$ cat src/rtl/controlador_interrupciones_pkg.sv
// Shared types for the priority interrupt controller: FSM states and the
// lowest-set-bit priority encoder used for both request selection and reti.
package controlador_interrupciones_pkg;

  localparam int MAX_IRQ = 4;  // irq_id is 2 bits wide, so at most 4 lines
  localparam int ID_W    = 2;

  typedef enum logic [1:0] {IDLE, REQ, SERVICE} estado_e;

  typedef struct packed {
    logic            valid;
    logic [ID_W-1:0] idx;
  } sel_t;

  // Lowest index wins, so line 0 has the highest priority.
  function automatic sel_t prioridad(input logic [MAX_IRQ-1:0] req);
    sel_t s;
    s = '0;
    for (int i = MAX_IRQ - 1; i >= 0; i--) begin
      if (req[i]) begin
        s.valid = 1'b1;
        s.idx   = ID_W'(i);
      end
    end
    return s;
  endfunction

endpackage

$ cat src/rtl/controlador_interrupciones_detector_flancos.sv
// Per-line rising-edge detector with a sticky pending flop; a new edge
// beats a same-cycle acknowledge clear so no request is lost.
module detector_flancos (
  input  logic clk,
  input  logic reset,
  input  logic din,
  input  logic clr,
  output logic pending
);

  logic prev_q, prev_d;
  logic pend_q, pend_d;

  always_comb begin
    prev_d = din;
    pend_d = pend_q;
    if (clr)           pend_d = 1'b0;
    if (din && !prev_q) pend_d = 1'b1;
  end

  always_ff @(posedge clk or negedge reset) begin
    if (!reset) begin
      prev_q <= 1'b0;
      pend_q <= 1'b0;
    end else begin
      prev_q <= prev_d;
      pend_q <= pend_d;
    end
  end

  assign pending = pend_q;

endmodule

$ cat src/rtl/controlador_interrupciones.sv
// Priority interrupt controller with req/ack handshake to the control unit.
// Define INTC_NESTING_EN to let higher-priority lines preempt an active handler.
module controlador_interrupciones
  import controlador_interrupciones_pkg::*;
#(
  parameter int               NUM_IRQ  = 3,
  parameter int               VEC_W    = 10,
  parameter logic [VEC_W-1:0] VEC_BASE = 10'h3F0
) (
  input  logic               clk,
  input  logic               reset,
  input  logic [NUM_IRQ-1:0] interrupciones,
  input  logic               mask_we,
  input  logic [NUM_IRQ-1:0] mask_in,
  input  logic               inst_boundary,
  input  logic               irq_ack,
  input  logic               reti,
  output logic               irq,
  output logic [VEC_W-1:0]   vector,
  output logic [1:0]         irq_id,
  output logic [NUM_IRQ-1:0] pending,
  output logic [NUM_IRQ-1:0] in_service
);

  estado_e             state_q, state_d;
  logic [ID_W-1:0]     irq_id_q, irq_id_d;
  logic [VEC_W-1:0]    vector_q, vector_d;
  logic [NUM_IRQ-1:0]  mask_q, mask_d;
  logic [NUM_IRQ-1:0]  in_service_q, in_service_d;
  logic [NUM_IRQ-1:0]  clr, pend, elig;
  sel_t                sel_elig, sel_svc;

  for (genvar i = 0; i < NUM_IRQ; i++) begin : g_line
    detector_flancos u_det (
      .clk     (clk),
      .reset   (reset),
      .din     (interrupciones[i]),
      .clr     (clr[i]),
      .pending (pend[i])
    );
  end

  assign sel_svc = prioridad(MAX_IRQ'(in_service_q));

  always_comb begin
    elig = pend & mask_q;
`ifdef INTC_NESTING_EN
    // Only lines strictly above the most urgent active handler may preempt.
    if (state_q == SERVICE) begin
      for (int j = 0; j < NUM_IRQ; j++)
        if (j >= int'(sel_svc.idx)) elig[j] = 1'b0;
    end
`endif
  end

  assign sel_elig = prioridad(MAX_IRQ'(elig));

  always_comb begin
    state_d      = state_q;
    irq_id_d     = irq_id_q;
    vector_d     = vector_q;
    in_service_d = in_service_q;
    clr          = '0;
    mask_d       = mask_we ? mask_in : mask_q;
    case (state_q)
      IDLE: begin
        if (inst_boundary && sel_elig.valid) begin
          state_d  = REQ;
          irq_id_d = sel_elig.idx;
          vector_d = VEC_BASE + VEC_W'(sel_elig.idx);
        end
      end
      REQ: begin
        if (irq_ack) begin
          clr[irq_id_q]          = 1'b1;
          in_service_d[irq_id_q] = 1'b1;
          state_d                = SERVICE;
        end
      end
      SERVICE: begin
        if (reti) begin
          if (sel_svc.valid) in_service_d[sel_svc.idx] = 1'b0;
          if (in_service_d == '0) state_d = IDLE;
        end
`ifdef INTC_NESTING_EN
        else if (inst_boundary && sel_elig.valid) begin
          state_d  = REQ;
          irq_id_d = sel_elig.idx;
          vector_d = VEC_BASE + VEC_W'(sel_elig.idx);
        end
`endif
      end
      default: state_d = IDLE;
    endcase
  end

  always_ff @(posedge clk or negedge reset) begin
    if (!reset) begin
      state_q      <= IDLE;
      irq_id_q     <= '0;
      vector_q     <= '0;
      mask_q       <= '0;
      in_service_q <= '0;
    end else begin
      state_q      <= state_d;
      irq_id_q     <= irq_id_d;
      vector_q     <= vector_d;
      mask_q       <= mask_d;
      in_service_q <= in_service_d;
    end
  end

  assign irq        = (state_q == REQ);
  assign vector     = vector_q;
  assign irq_id     = irq_id_q;
  assign pending    = pend;
  assign in_service = in_service_q;

endmodule
$ cat config.mk
export PLATFORM = sky130hd
export DESIGN_NAME = controlador_interrupciones
export DESIGN_NICKNAME = d
export VERILOG_FILES = /design/src/rtl/controlador_interrupciones_pkg.sv /design/src/rtl/controlador_interrupciones_detector_flancos.sv /design/src/rtl/controlador_interrupciones.sv
export SDC_FILE = /design/constraint.sdc
export NUM_CORES = 1
export LEC_CHECK = 0
export ABC_CLOCK_PERIOD_IN_PS = 2120
export CAP_MARGIN = 20
export CORE_ASPECT_RATIO = 1.4
export CORE_UTILIZATION = 45
export CTS_BUF_LIST = sky130_fd_sc_hd__clkbuf_16
export DETAILED_ROUTE_END_ITERATION = 8
export PLACE_DENSITY = 0.89
export RECOVER_POWER = 100
export SLEW_MARGIN = 20
export SYNTH_ARGS = -nofsm -noshare
export SYNTH_HDL_FRONTEND = slang
export SYNTH_HIERARCHICAL = 1
export SYNTH_SLANG_ARGS = --single-unit
$ cat constraint.sdc
create_clock -name clk -period 2.12 [get_ports clk]
set_input_delay 0.212 -clock clk [delete_from_list [all_inputs] [get_ports clk]]
set_output_delay 0.212 -clock clk [all_outputs]
set_load 0.01 [all_outputs]
==> impl_metrics.yaml <==
sta:
  hold_viol: 0
  rsz0062_at_grt: "false"
  setup_ws_ns: 0.360
  fin_crit_ns: 1.76
  setup_violations: 0
  clock-skew-final_ns: 0.00236
  tightest_slew_ns: 0.735
  setup-tns-final_ns: 0
  max_clock_freq_ghz: 0.568
  drv_slew: 0
  slew_headroom: 0.508
  period_share: 0.830
critical_path:
  crit_path_end_kind: "output port"
  path_max_fanout: 9
  critPathLaunchType: "flip-flop"
  criticalPathCategory: "reg2out"
  rrSetupSlack_ns: 0.78
  critPathArrivalTime_ns: 1.55
  worst-endpoint-required_ns: 1.91
logic_synthesis:
  synth_most_common_cell: "dfrtp_1"
  yosys.area.top_type: "dfrtp_1"
  synth-seq-area-share: 0.519
  synth_async_sr_flop_share: 1.00
  netlist_area_um2: 820
  synth_top_area_share: 0.519
  synthDistinctLibCells: 29
  ys_top_cells_by_count: "dfrtp_1, buf_4, inv_1"
  synth_edf_count: 0
  syn-instance-count: 74
  avgSynthCellArea_um2: 11.1
  synth_warnings: 6
  synthTopCellsByArea: "dfrtp_1, buf_4, o22ai_2, mux2_2, inv_1"
  synthFlopType: "dfrtp_1"
  synth-seq-cells: 17
power:
  peakVddDrop_uv: 675
  seqPwrFrac: 0.399
  swShare: 0.328
  p_int_uw: 935
  clkPwrFrac: 0.265
  p_leak_uw: 0.000486
  p_comb_frac: 0.336
  power_density_mw_per_mm2: 1240
  power_switching_uw: 457
placed_design:
  io_buffers: 28
  preCtsSetupSlack_ns: 0.683
  place_congestion: 0.773
  dpl_cell_area_mm2: 0.00105
  hpwl_um: 1250
min_path:
  hp-class: "reg2reg"
clock_tree:
  cts_setup_buffers: 0
  clock-root-buffer: "clkbuf_16"
  cts.sinks: 17
  ctsHoldBuffers: 0
  cts_buffers: 3
  cts_resized: 0
  cts_tree: "built"
  path_clk_slew_ns: 0.05
  clkLatencyLatePin_ns: 0.25
  cts_buffer_depth: 2
  cts_max_level: 1
die:
  die_w_um: 38.1
  dieHeight_um: 52.5
  initial_core_util: 0.500
  core_mm2: 0.00164
  die_area_mm2: 0.00200
  num_rows: 17
  io_pins: 31
outcome:
  status: "completed"
grt:
  grt-ovfl-total: 0
  grt_pass1_wl_um: 2620
  grt_pass1_vias: 597
  grt_use_total: 0.192
  antenna_found_initial: 0
  grt_max_degree: 18
flow_run:
  drv_cap: 0
layout:
  final_nets: 110
  stdcell_area_mm2: 0.00112
  antenna_cells: 0
  drive_gt1_frac: 0.0928
  syn_to_final_growth_pct: 36.6
detailed_routing:
  drt_pass1_iterations: 4
  vias: 631
  route.detailed.drc: 0
  drt_iter0_markers: 12
  wl_per_cell_um: 14.4
  antenna_left: 0
  routed_via_density: 5.44
  wl_um: 1670
-- kinds of logic (layout without fill, tap and decap cells) --
| logic type | count (synthesis) | in the layout | synth area share |
|---|---|---|---|
| muxes | 3 | 3 | 0.0412 |
| AOI/OAI and AO/OA | 21 | 21 | 0.189 |
| buffers and inverters | 17 | 39 | 0.128 |
| and+or+nand+nor | 15 | 15 | 0.118 |
| other | 1 | 2 | 0.00458 |
| DFF | 17 | 17 | 0.519 |
-- layer usage --
| layer | up-vias | global-route usage | part of all wire |
|---|---|---|---|
| met5 | - | 0 | 0 |
| met2 | 25 | 0.325 | 0.54 |
| met4 | 0 | 0.0893 | 0.017 |
| met3 | 3 | 0.0383 | 0.049 |
| met1 | 309 | 0.225 | 0.39 |
| li1 | 294 | - | - |
-- state kept, by name, summed over array words and instances (netlist names), named ones only --
signal                flops
g_line.u_det/prev_q       3
vector                    2
state_q                   2
g_line.u_det/pending      3
irq_id                    1
in_service                2
mask_q                    3
-- power groups by stage --
stage                     registers [uW]  clock network (uW)  logic, uW
after floorplan                      551                   0        291
after global placement               557                   0        498
after detailed placement             564                   0        511
after CTS                            562                 372        518
after global routing                 573                 389        507
final                                555                 369        468
-- per-stage QoR --
step / hold slack, ns / cells / power, uW / utilization
after global routing: 0.450 / 116 / 1470 / 0.684
after CTS: 0.429 / 116 / 1450 / 0.688
after detailed placement: 0.434 / 112 / 1080 / 0.640
after global placement: 0.430 / 112 / 1050 / 0.640
after floorplan: -0.0836 / 75 / 842 / -
final: 0.440 / 116 / 1390 / 0.684
-- worst max-delay path, cell delays in order, from the launching register on --
cell and delay, ns:
dfrtp_1 0.46, nor2b_1 0.22, dlygate4sd3_1 0.62
-- path summary, 6_finish.rpt --
check                                        from                 endpoint  cells after the start
max                                    state_q[0]                      irq                      2
min                        g_line[1].u_det/prev_q  g_line[1].u_det/pending                      1
max reg2reg                            state_q[1]                flip-flop                      3
min reg2reg                g_line[1].u_det/prev_q  g_line[1].u_det/pending                      1
max in group asynchronous                   reset               state_q[1]                      1
min in group asynchronous                   reset                mask_q[1]                      1
-- cells in the final DEF, fill, tap and decap left out --
cell,count
a21oi_1,4
a22o_1,2
a22oi_1,1
a2bb2oi_1,1
a31oi_1,1
and2_0,1
clkbuf_16,3
clkdlybuf4s50_1,6
conb_1,2
dfrtp_1,17
dlygate4sd3_1,22
inv_1,8
mux2_2,3
nand2_1,2
nand2b_1,2
nand3_1,1
nand3b_1,1
nand4bb_1,1
nor2_1,3
nor2b_1,1
nor3_1,1
nor3b_1,1
o21a_1,1
o21ai_0,4
o21ai_1,1
o21bai_1,1
o22a_1,1
o22ai_2,3
o2bb2ai_1,1
or3b_1,1
-- final cells by class --
cell class                      count  area [um2]
Clock buffer                        3        75.1
Clock inverter                      1        3.75
Fill cell                         124         518
Inverter                            7        26.3
Multi-Input combinational cell     41         285
Sequential cell                    17         425
Tap cell                           19        23.8
Timing Repair Buffer               28         280
No activity file was read; power rests on OpenSTA's default activity.
